==> src/rtl/dtree_vote_accum.sv <==
// dtree_vote_accum: majority-vote stage behind the decision-tree classifier.
// It takes one 4-bit class label per handshake and builds a per-class
// histogram over WINDOW samples. It then scans the histogram one class per
// cycle and presents the most frequent class and its count.
// Optional feature macro: DTREE_VOTE_INVCNT_EN adds the inv_count port and an
// out-of-range label counter.
module dtree_vote_accum #(
  parameter int NUM_CLASSES = 10,
  parameter int WINDOW      = 8,
  parameter int CNT_W       = $clog2(WINDOW + 1)
) (
  input  logic             clk,
  input  logic             rst,
  input  logic             in_valid,
  output logic             in_ready,
  input  logic [3:0]       in_class,
  input  logic             clear,
  output logic             out_valid,
  input  logic             out_ready,
  output logic [3:0]       out_class,
  output logic [CNT_W-1:0] out_count
`ifdef DTREE_VOTE_INVCNT_EN
  ,
  output logic [CNT_W-1:0] inv_count
`endif
);

  localparam int IDX_W = (NUM_CLASSES > 1) ? $clog2(NUM_CLASSES) : 1;
  localparam logic [IDX_W-1:0] IDX_LAST    = IDX_W'(NUM_CLASSES - 1);
  localparam logic [CNT_W-1:0] SAMPLE_LAST = CNT_W'(WINDOW - 1);
  localparam logic [4:0]       NC5         = 5'(NUM_CLASSES);

  typedef enum logic [1:0] {
    ACCUM = 2'd0,
    SCAN  = 2'd1,
    OUT   = 2'd2
  } state_t;

  state_t state_q, state_d;

  logic [CNT_W-1:0] hist_q [NUM_CLASSES];
  logic [CNT_W-1:0] sample_cnt_q;
  logic [IDX_W-1:0] scan_idx_q;
  logic [3:0]       best_class_q;
  logic [CNT_W-1:0] best_count_q;
  logic             out_valid_q;
  logic [3:0]       out_class_q;
  logic [CNT_W-1:0] out_count_q;

  logic in_ready_c;
  logic acc_take;
  logic label_ok;
  logic last_take;
  logic scan_last;
  logic out_hs;
  logic win_clr;

  // A label is taken only in ACCUM. A simultaneous clear drops it.
  assign label_ok  = ({1'b0, in_class} < NC5);
  assign acc_take  = (state_q == ACCUM) && in_valid && !clear;
  assign last_take = acc_take && (sample_cnt_q == SAMPLE_LAST);
  assign scan_last = (state_q == SCAN) && (scan_idx_q == IDX_LAST);
  // out_valid is registered, so the handshake uses the registered flag.
  assign out_hs    = (state_q == OUT) && out_valid_q && out_ready;
  // The window state is zeroed on abort in ACCUM and after a delivered result.
  assign win_clr   = ((state_q == ACCUM) && clear) || out_hs;

  // FSM state register
  always_ff @(posedge clk or posedge rst) begin
    if (rst) begin
      state_q <= ACCUM;
    end else begin
      state_q <= state_d;
    end
  end

  // FSM next-state logic
  always_comb begin
    state_d = state_q;
    case (state_q)
      ACCUM:   if (last_take) state_d = SCAN;
      SCAN:    if (scan_last) state_d = OUT;
      OUT:     if (out_hs)    state_d = ACCUM;
      default: state_d = ACCUM;
    endcase
  end

  // FSM outputs: in_ready depends on state only
  always_comb begin
    in_ready_c = 1'b0;
    if (state_q == ACCUM) in_ready_c = 1'b1;
  end

  assign in_ready = in_ready_c;

  // One saturation-free counter per class. Its maximum value is WINDOW, which fits CNT_W.
  generate
    for (genvar gi = 0; gi < NUM_CLASSES; gi++) begin : g_hist
      // Count accepted in-range labels that match this bin
      always_ff @(posedge clk or posedge rst) begin
        if (rst) begin
          hist_q[gi] <= '0;
        end else if (win_clr) begin
          hist_q[gi] <= '0;
        end else if (acc_take && label_ok && (in_class == 4'(gi))) begin
          hist_q[gi] <= hist_q[gi] + CNT_W'(1);
        end
      end
    end
  endgenerate

  // Sample counter: every accepted label uses a window slot, valid or not
  always_ff @(posedge clk or posedge rst) begin
    if (rst) begin
      sample_cnt_q <= '0;
    end else if (win_clr || last_take) begin
      sample_cnt_q <= '0;
    end else if (acc_take) begin
      sample_cnt_q <= sample_cnt_q + CNT_W'(1);
    end
  end

  // Scan index walks 0..NUM_CLASSES-1 while in SCAN
  always_ff @(posedge clk or posedge rst) begin
    if (rst) begin
      scan_idx_q <= '0;
    end else if ((state_q == SCAN) && !scan_last) begin
      scan_idx_q <= scan_idx_q + IDX_W'(1);
    end else begin
      scan_idx_q <= '0;
    end
  end

  // Running maximum. A strict compare means ties keep the lowest class index.
  always_ff @(posedge clk or posedge rst) begin
    if (rst) begin
      best_class_q <= '0;
      best_count_q <= '0;
    end else if (out_hs) begin
      best_class_q <= '0;
      best_count_q <= '0;
    end else if ((state_q == SCAN) && (hist_q[scan_idx_q] > best_count_q)) begin
      best_class_q <= 4'(scan_idx_q);
      best_count_q <= hist_q[scan_idx_q];
    end
  end

  // Result registers load on the first OUT cycle and then hold until the handshake.
  always_ff @(posedge clk or posedge rst) begin
    if (rst) begin
      out_valid_q <= 1'b0;
      out_class_q <= '0;
      out_count_q <= '0;
    end else begin
      out_valid_q <= (state_q == OUT) && !out_hs;
      if ((state_q == OUT) && !out_valid_q) begin
        out_class_q <= best_class_q;
        out_count_q <= best_count_q;
      end
    end
  end

  assign out_valid = out_valid_q;
  assign out_class = out_class_q;
  assign out_count = out_count_q;

`ifdef DTREE_VOTE_INVCNT_EN
  logic [CNT_W-1:0] inv_cnt_q;

  // Count out-of-range labels. The count is cleared together with the histogram.
  always_ff @(posedge clk or posedge rst) begin
    if (rst) begin
      inv_cnt_q <= '0;
    end else if (win_clr) begin
      inv_cnt_q <= '0;
    end else if (acc_take && !label_ok) begin
      inv_cnt_q <= inv_cnt_q + CNT_W'(1);
    end
  end

  assign inv_count = inv_cnt_q;
`endif

endmodule

==> config.mk <==
export PLATFORM = sky130hd
export DESIGN_NAME = dtree_vote_accum
export DESIGN_NICKNAME = d
export VERILOG_FILES = /design/src/rtl/dtree_vote_accum.sv
export SDC_FILE = /design/constraint.sdc
export NUM_CORES = 1
export LEC_CHECK = 0
export BUFFER_PORTS_ARGS = -buffer_cell sky130_fd_sc_hd__buf_2
export CAP_MARGIN = 40
export CORE_ASPECT_RATIO = 0.5
export CORE_MARGIN = 3
export CORE_UTILIZATION = 55
export DETAILED_ROUTE_END_ITERATION = 16
export GPL_TIMING_DRIVEN = 0
export PLACE_DENSITY = 0.76
export SKIP_CTS_REPAIR_TIMING = 1
export SYNTH_ARGS = -nofsm -noshare
export SYNTH_HDL_FRONTEND = slang
export SYNTH_SLANG_ARGS = --single-unit
==> constraint.sdc <==
create_clock -name clk -period 2.64 [get_ports clk]
set_clock_uncertainty 0.15 [all_clocks]
set_input_delay 0.396 -clock clk [delete_from_list [all_inputs] [get_ports clk]]
set_output_delay 0.396 -clock clk [all_outputs]
set_load 0.005 [all_outputs]
; ---- After elaboration in Yosys (flattened, before gate mapping)
; Index checks and enable logic that the tools add are counted.
[totals]
inputBits = 9
word_cells = 128
register_bits = 67
[op_classes]
bitwise_logic = 1
order_cmp = 3
eq_ne = 16
mux = 35
n_addsub = 12
n_reduce_logical = 43
[op_table]
columns = cell, count
row1 = $mux W4, 29
row2 = $add A4 B1 Y4 const B, 12
row3 = $reduce_bool A2 Y1, 12
row4 = $logic_and A1 B1 Y1, 22
row5 = $eq A4 B3 Y1 const B, 5
row6 = $bmux W4 S4, 1
row7 = $eq A4 B4 Y1 const B, 3
row8 = $eq A4 B2 Y1 const B, 2
row9 = $mux W2, 3
row10 = $ne A2 B2 Y1 const B, 3
row11 = $pmux W2 S3, 1
row12 = $ge A5 B5 Y1 const B, 1
row13 = $not A4 Y5, 1
row14 = $eq A4 B1 Y1 const B, 1
row15 = $gt A4 B4 Y1, 1
row16 = $logic_not A1 Y1, 4
row17 = $logic_not A4 Y1, 1
row18 = $lt A4 B4 Y1 const B, 1
row19 = $reduce_and A3 Y1, 1
row20 = $eq A2 B1 Y1 const B, 1
row21 = $eq A2 B2 Y1 const B, 1
row22 = $logic_not A2 Y1, 1
row23 = $logic_or A1 B1 Y1, 2
row24 = $mux W1, 1

; ---- Depth between registers and ports, before layout
; Gate-level depths: netlist (run 1).
[logic_depth]
ltp_word = 8
depth_mapped = 10

; ---- Least setup slack after synthesis (run 1)
; No wires, ideal clock.
[synth_timing]
kind = reg-to-reg
start = register scan_idx_q[0]
end = register best_count_q[1]
required_time_ps = 2365
path_buffers = 1
slack_ps = -262
arrival_time_ps = 2628
period_less_slack_ps = 2902
setup_ps = 125
stages_incl_launch_ff = 10
path_cell_list = dfrtp_1 buf_2 mux4_2 a2bb2oi_1 o2bb2ai_1 ha_1 nor2b_1 o211ai_1 a21oi_2 mux2_2
[synth_between]
elab_chain_len = 7
elab_cells_between_ends = 9
[synth_lines]
columns = element, line
row1 = from (decl), 43  ; logic [IDX_W-1:0] scan_idx_q;
row2 = from (signal assigned), 128  ; scan_idx_q <= scan_idx_q + IDX_W'(1);
row3 = $not A4 Y5 (implied by the code) (*), "142, 144"
row4 = $bmux W4 S4 (*), "142, 144"
row5 = $mux W4 (implied by the code) (*) (2 in series), "142, 144"
row6 = $gt A4 B4 Y1, 142  ; end else if ((state_q == SCAN) && (hist_q[scan_idx_q] > best_count_q)) begin
row7 = $logic_and A1 B1 Y1, 142
row8 = $reduce_bool A2 Y1 (no line), -
row9 = to (signal assigned), 144  ; best_count_q <= hist_q[scan_idx_q];
row10 = to (decl), 45  ; logic [CNT_W-1:0] best_count_q;
; Every way passes the cells marked *; elsewhere a longest branch is shown, timed or not. The select of a mux whose other input is x is not followed.
; A chain may end at the register's enable or synchronous reset.

; ---- Worst setup path in the final report (run 1)
; Ends and elaborated chain as after synthesis.

==> results.md, run 1 <==
- Deepest clock path buffer count: 2
- Lkg Pwr: between 2 and 2.5 nW
- Comb pwr share: 0.038
- Unrepaired setup endpoints after global routing: true
- Commonest cells post-synth: dfrtp_1, nor2_1, mux2i_1, nand3_1
- Max H-tree Level: 3
- WP buf/inv: 1
- CP Max Fanout: 8
- YS warnings: 0
- Initial DRT Pass Iterations: 4
- Routed via count: 2772
- Final worst setup slack: -189 ps
- Vias/cell: 6.07
- Total gr overflow: 0
- Seq cells post-synth: between 60 and 70
- Synth area leaders: dfrtp_1, mux2i_1, ha_1
- Post-synth ARST share: 1.00
- Failing checks: setup timing
- Die area: 0.00752 mm²
- Routability congestion estimate: roughly 0.82
- I/O pin cnt: 19
- Status: finished with violations
- Synth area leader: dfrtp_1
- CTS Root Cell: clkbuf_16
- Fmax: between 300 and 400 MHz
- Switch share: 0.213
- Crit path max-delay family: multiplexers
- Crit-path cells: buf_8 > mux4_2 > a2bb2oi_4 > o2bb2ai_4 > ha_4 > nor2b_1 > o211ai_1 > a21oi_4 > mux2_4
- Total clock sinks: 67
- EDFF count, synth: 0
- Sequential power share: 0.435
- Most common cell in the synthesized netlist: dfrtp_1
- Wl on met1: 3.46 mm
- Placed cells: 430
- Max Cap Violations: 0
- Residual DRC: 0
- Initial core utilization: 0.607
- Net Switching: 0.000509 W
- Clk network pwr share: 0.528
- Crit share post-route: 1.07
- CTS tree: yes
- Setup violations, final: 8
- Mapped Nets: 352
- VDD IR max: 0.434 mV
- DIE HEIGHT: 62.8 µm
- Tightest Hold Check Type: input pin to async pin
- Final Max Tran Viols: 0
- Met3 Wirelength: 748 µm
- Seq/Total Area, Yosys: 0.472
- PD cells: 555 mW/mm²
- Routed WL: approximately 8.2 mm
- 1st-iter DRT viols: 158
- Unique cell type count in the Yosys netlist: 35
- Total power: between 0.002 and 0.0025 W
- Critical path type: flip-flop to flip-flop
- Power Internal: about 0.0019 W
- P&R area growth vs syn: 21.0%
- Cell at the slowest stage of the critical path: mux4_2
- Highest metal used: met4
- Number of global-route vias before repair: about 2800
- Max incr delay on CP: 540 ps
- Post-DP HPWL: 5.52 mm
- CP Launch Type: flip-flop
- Final Hold Fails: 0
- WL/cell: 17.9 µm
- Clock Latency Late Sink: about 340 ps
- Worst Max-Slew Pin Slew: 680 ps
- Clock transition at path regs: 60 ps
- Ant diodes: 0
- Row count: 19
- Ys flop type: dfrtp_1
- Share of cells above drive strength 1: 0.220
- Met2 wire length: 3.80 mm
- Largest net degree at the start of global routing: 39
- Cell count after synthesis: 326
- Mapped Area: ~0.0036 mm²
- Min Tclk post-route: about 2800 ps
- Post-synth top area share: 0.472
- Critical Path End Type: flip-flop
- First-pass GRT wire length: 13.8 mm
- Post-Layout Cell Count: roughly 460
- CP required: ~2700 ps
- Tot GR Track Use: 0.235
- Initial antenna violation count: 0
- Place WS: -553 ps
- Final #Nets: 394
- Relative slew slack: 0.545
- Crit path arrival time: 2900 ps
- Mapped Avg Cell Area: 10.9 µm²
- Clock buffer count from CTS: 9
- Antenna-violating nets left: 0
- Die Wd: 120 µm
- Core ar.: 0.00585 mm²
- Port Buffer Count: 18
-- registers in the layout, summed over array words and instances, names as in the netlist --
name          flops
hist_q           40
best_class_q      4
best_count_q      4
out_class         4
out_count         4
sample_cnt_q      4
scan_idx_q        4
state_q           2
out_valid         1
-- cells in the final DEF (no fill, tap or decap), types with 9 or more instances in the layout --
cell / synthesis / layout
nand4_1: 9 / 9
buf_2: 3 / 19
nand3_1: 21 / 21
dfrtp_1: 67 / 66
o211ai_1: 10 / 10
buf_4: 0 / 12
xor2_1: 16 / 16
mux2i_1: 28 / 27
nand2_1: 17 / 17
inv_1: 12 / 11
nor2_1: 38 / 38
a21oi_1: 9 / 9
clkbuf_16: 0 / 9
ha_1: 17 / 16
-- power by group through the flow --
stage	clock [W]	sequential, W	combinational (W)
2_1_floorplan	0	0.00105	0.0000534
3_3_place_gp	0	0.00105	0.0000817
3_5_place_dp	0	0.00105	0.0000896
4_1_cts	0.00127	0.00104	0.0000905
5_1_grt	0.00133	0.00104	0.000101
6_report	0.00126	0.00104	0.0000898
-- kinds of logic (layout without fill, tap and decap cells) --
family | after synthesis | count (layout) | synth area share
AO/OA/AOI/OAI | 42 | 42 | 0.0789
buffers and inverters | 23 | 70 | 0.0296
XOR/XNOR | 19 | 19 | 0.0468
AND/OR/NAND/NOR | 115 | 115 | 0.174
adder cells (fa/ha/maj) | 17 | 17 | 0.0599
flip-flops | 67 | 67 | 0.472
multiplexers | 43 | 43 | 0.139
-- metal layers --
layer  vias up  global-route usage
met5         -                   0
met4         0              0.0984
met3        18              0.0841
met2       103               0.355
met1      1395               0.307
li1       1256                   -
-- metrics by stage --
stage | cell area, µm² | hold WS [ps] | util | TNS (ps)
2_1_floorplan | 3580 | 302 | - | -280
3_3_place_gp | 3770 | 334 | 0.645 | -24910
3_5_place_dp | 3800 | 336 | 0.650 | -3630
4_1_cts | 4110 | 22.3 | 0.703 | -3760
5_1_grt | 4300 | 67.9 | 0.735 | -2020
6_report | 4300 | 4.83 | 0.735 | -1230
-- path summary, 6_finish.rpt --
kind                                          start                     endpoint  slack [ps]  cells past startpoint
setup / recovery            scan_idx_q[0]$_DFF_PP0_  best_count_q[1]$_DFFE_PP0P_        -190                      9
hold reg to reg            out_class[2]$_DFFE_PP0P_     out_class[2]$_DFFE_PP0P_         350                      1
setup reg to reg            scan_idx_q[0]$_DFF_PP0_  best_count_q[1]$_DFFE_PP0P_        -190                      9
hold / removal                                  rst     out_class[0]$_DFFE_PP0P_           5                      2
max in group asynchronous                       rst       hist_q[24]$_DFFE_PP0P_        1690                      3
min in group clk                          out_ready          out_valid$_DFF_PP0_         120                      2
-- area by class of cell --
class                      count  area (µm²)
multi-input combinational    236        1880
sequential                    67        1680
fill                         401        1550
clock buffer                  10         229
timing repair buffer          31         200
tap                           84         105
clock inverter                 6        80.1
buffer                        11        77.6
inverter                      12        45.0
No activity file was read; power rests on OpenSTA's default activity.
==> inputs of run 2 (changes only) <==
--- a/config.mk
+++ b/config.mk
@@ -11,7 +11,6 @@
 export CORE_MARGIN = 3
 export CORE_UTILIZATION = 55
 export DETAILED_ROUTE_END_ITERATION = 16
-export GPL_TIMING_DRIVEN = 0
 export PLACE_DENSITY = 0.76
 export SKIP_CTS_REPAIR_TIMING = 1
 export SYNTH_ARGS = -nofsm -noshare
==> constraint.sdc (replaced) <==
create_clock -name clk -period 2.6 [get_ports clk]
set_clock_uncertainty 0.15 [all_clocks]
set_input_delay 0.39 -clock clk [delete_from_list [all_inputs] [get_ports clk]]
set_output_delay 0.39 -clock clk [all_outputs]
set_load 0.005 [all_outputs]
==> run 2 against run 1 <==
Compared with the run above: the flow finishes with violations (hold timing, setup timing); clock power hardly changed; fmax rose by 6.4%; routed wire length is 3.7% lower; critical path depth up 1; worst hold slack got worse by 49 ps; via count fell by 3.7%; sequential cell count stayed put; utilization is 1.4 points lower; sequential share of layout area increased by 0.78 points; design area shrank 1.9%; critical endpoint is now best_class_q[3]$_DFFE_PP0P_; largest cell class unchanged; highest routed layer unchanged.
==> results.md, run 2 (synthesized netlist as in run 1, its figures left out) <==
- Status: finished with violations
- Failing checks: hold timing, setup timing
- Routed WL: 7.88 mm (-3.7%)
- Commonest non-fill, non-tap cell in the layout: dfrtp_1
- Final #Nets: 390 (-1.0%)
- Core ar.: 0.00585 mm² (unchanged)
- Deepest clock path buffer count: 2 (unchanged)
- Clock transition at path regs: 50 ps (about the same)
- Port Buffer Count: 18 (unchanged)
- Initial antenna violation count: 0 (unchanged)
- PD cells: 571 mW/mm² (+3.0%)
- 1st-iter DRT viols: 205 (+30%)
- CTS tree: yes
- Routability congestion estimate: 0.867 (+5.5%)
- Post-DP HPWL: 5.64 mm (+2.0%)
- Relative slew slack: 0.571 (+0.0266)
- Max H-tree Level: 3 (unchanged)
- CP required: 2700 ps (about the same)
- Clock buffer count from CTS: 9 (unchanged)
- Share of cells above drive strength 1: 0.212 (-0.00788)
- Ant diodes: 0 (unchanged)
- Most frequent cells in the layout: dfrtp_1, nor2_1, mux2i_1
- Worst Max-Slew Pin Slew: 641 ps (-39.7 ps)
- Row count: 19 (unchanged)
- WL/cell: 17.4 µm (-2.6%)
- Tot GR Track Use: 0.226 (-0.00875)
- Max Cap Violations: 0 (unchanged)
- Final worst setup slack: -59.3 ps (+129 ps)
- Vias/cell: 5.90 (-2.7%)
- Clock Latency Late Sink: 330 ps (about the same)
- Setup violations, final: 8 (unchanged)
- Area of the multi-input gates: 0.00181 mm² (-3.7%)
- Fin Hold WS: -44.6 ps (-49.4 ps)
- Initial DRT Pass Iterations: 4 (unchanged)
- Critical Path End Type: flip-flop
- Total clock sinks: 67 (unchanged)
- DIE HEIGHT: 62.8 µm (unchanged)
- Crit share post-route: 1.02 (-0.0487)
- Routed via count: 2669 (-3.7%)
- Max FFs per register: 40 (unchanged)
- Final core utilization: 0.721 (-0.0139)
- Final Max Tran Viols: 0 (unchanged)
- Unrepaired setup endpoints after global routing: true
- CTS Root Cell: clkbuf_16
- Filler cells: 404 (+0.75%)
- Post-route design area: 0.00422 mm² (-1.9%)
- First-pass GRT wire length: 13.1 mm (-4.9%)
- Tightest Hold Check Type: input pin to async pin
- Die Wd: 120 µm (unchanged)
- Total gr overflow: 0 (unchanged)
- Crit path arrival time: 2760 ps (-140 ps)
- Lkg Pwr: 2.02 nW (-1.5%)
- Largest net degree at the start of global routing: 68 (+74%)
- Sequential Area: 0.00168 mm² (about the same)
- Most flops, register: hist_q
- Area after DPL: 0.00386 mm² (+1.5%)
- CP Max Fanout: 5 (-3)
- Number of global-route vias before repair: 2680 (-4.7%)
- Fmax: 376 MHz (+6.4%)
- Critical path type: flip-flop to flip-flop
- P&R area growth vs syn: 18.7%
- Min Tclk post-route: 2660 ps (-169 ps)
- Final Hold Fails: 36 (+36)
- Residual DRC: 0 (unchanged)
- Post-Route Setup TNS: -303 ps (+929 ps)
- Initial core utilization: 0.607 (unchanged)
- Antenna-violating nets left: 0 (unchanged)
- Die area: 0.00752 mm² (unchanged)
- CP Launch Type: flip-flop
- I/O pin cnt: 19 (unchanged)
- VDD IR max: 0.430 mV (-1.1%)
==> run 2: power breakdown <==
part	total, W	leakage, nW	switching [W]	internal (W)
Combinational	0.0000857	0.937	0.0000621	0.0000236
Sequential	0.00105	0.932	0.00000475	0.00105
Clock	0.00127	0.150	0.000412	0.000860
==> run 2: final timing paths <==
check | startpoint | to | slack [ps] | cells after the start
setup / recovery | scan_idx_q[0]$_DFF_PP0_ | best_class_q[3]$_DFFE_PP0P_ | -60 | 10
hold / removal | rst | out_class[1]$_DFFE_PP0P_ | -40 | 3
setup reg to reg | scan_idx_q[0]$_DFF_PP0_ | best_class_q[3]$_DFFE_PP0P_ | -60 | 10
hold reg to reg | hist_q[3]$_DFFE_PP0P_ | hist_q[3]$_DFFE_PP0P_ | 350 | 1
max in group asynchronous | rst | hist_q[5]$_DFFE_PP0P_ | 2020 | 3
min in group clk | out_ready | out_valid$_DFF_PP0_ | 140 | 2
==> run 2: final cells by class <==
| type | instances | area share |
|---|---|---|
| Sequential cell | 67 | 0.398 |
| Tap cell | 84 | 0.0249 |
| Timing Repair Buffer | 38 | 0.0626 |
| Clock inverter | 2 | 0.0142 |
| Clock buffer | 13 | 0.0593 |
| Inverter | 12 | 0.0107 |
| Multi-Input combinational cell | 236 | 0.430 |
==> run 2: worst max-delay path, stage by stage (launching register included) <==
cell and delay, ps:
dfrtp_2 400, buf_6 110, mux4_2 490, a2bb2oi_1 150, o2bb2ai_2 150, ha_1 340
nand4_1 120, nand2_2 70, a21oi_4 210, buf_6 170, mux2i_1 200
==> run 2: metrics by stage <==
stage               power, W  hold slack [ps]  cells  setup slack (ps)
floorplan            0.00112              302    326              -133
global placement     0.00115              326    435              17.8
detailed placement   0.00116              331    435             -74.9
CTS                  0.00243            -11.4    450             -88.2
global route         0.00250             11.1    452              -149
finish               0.00241            -44.6    452             -59.3
==> run 2: layer usage <==
layer  up-vias  global-route usage  routed length [µm]
li1       1255                   -                   -
met1      1331               0.298                3530
met2        69               0.343                3670
met3        14              0.0796                 564
met4         0              0.0899                 109
met5         -                   0                   0
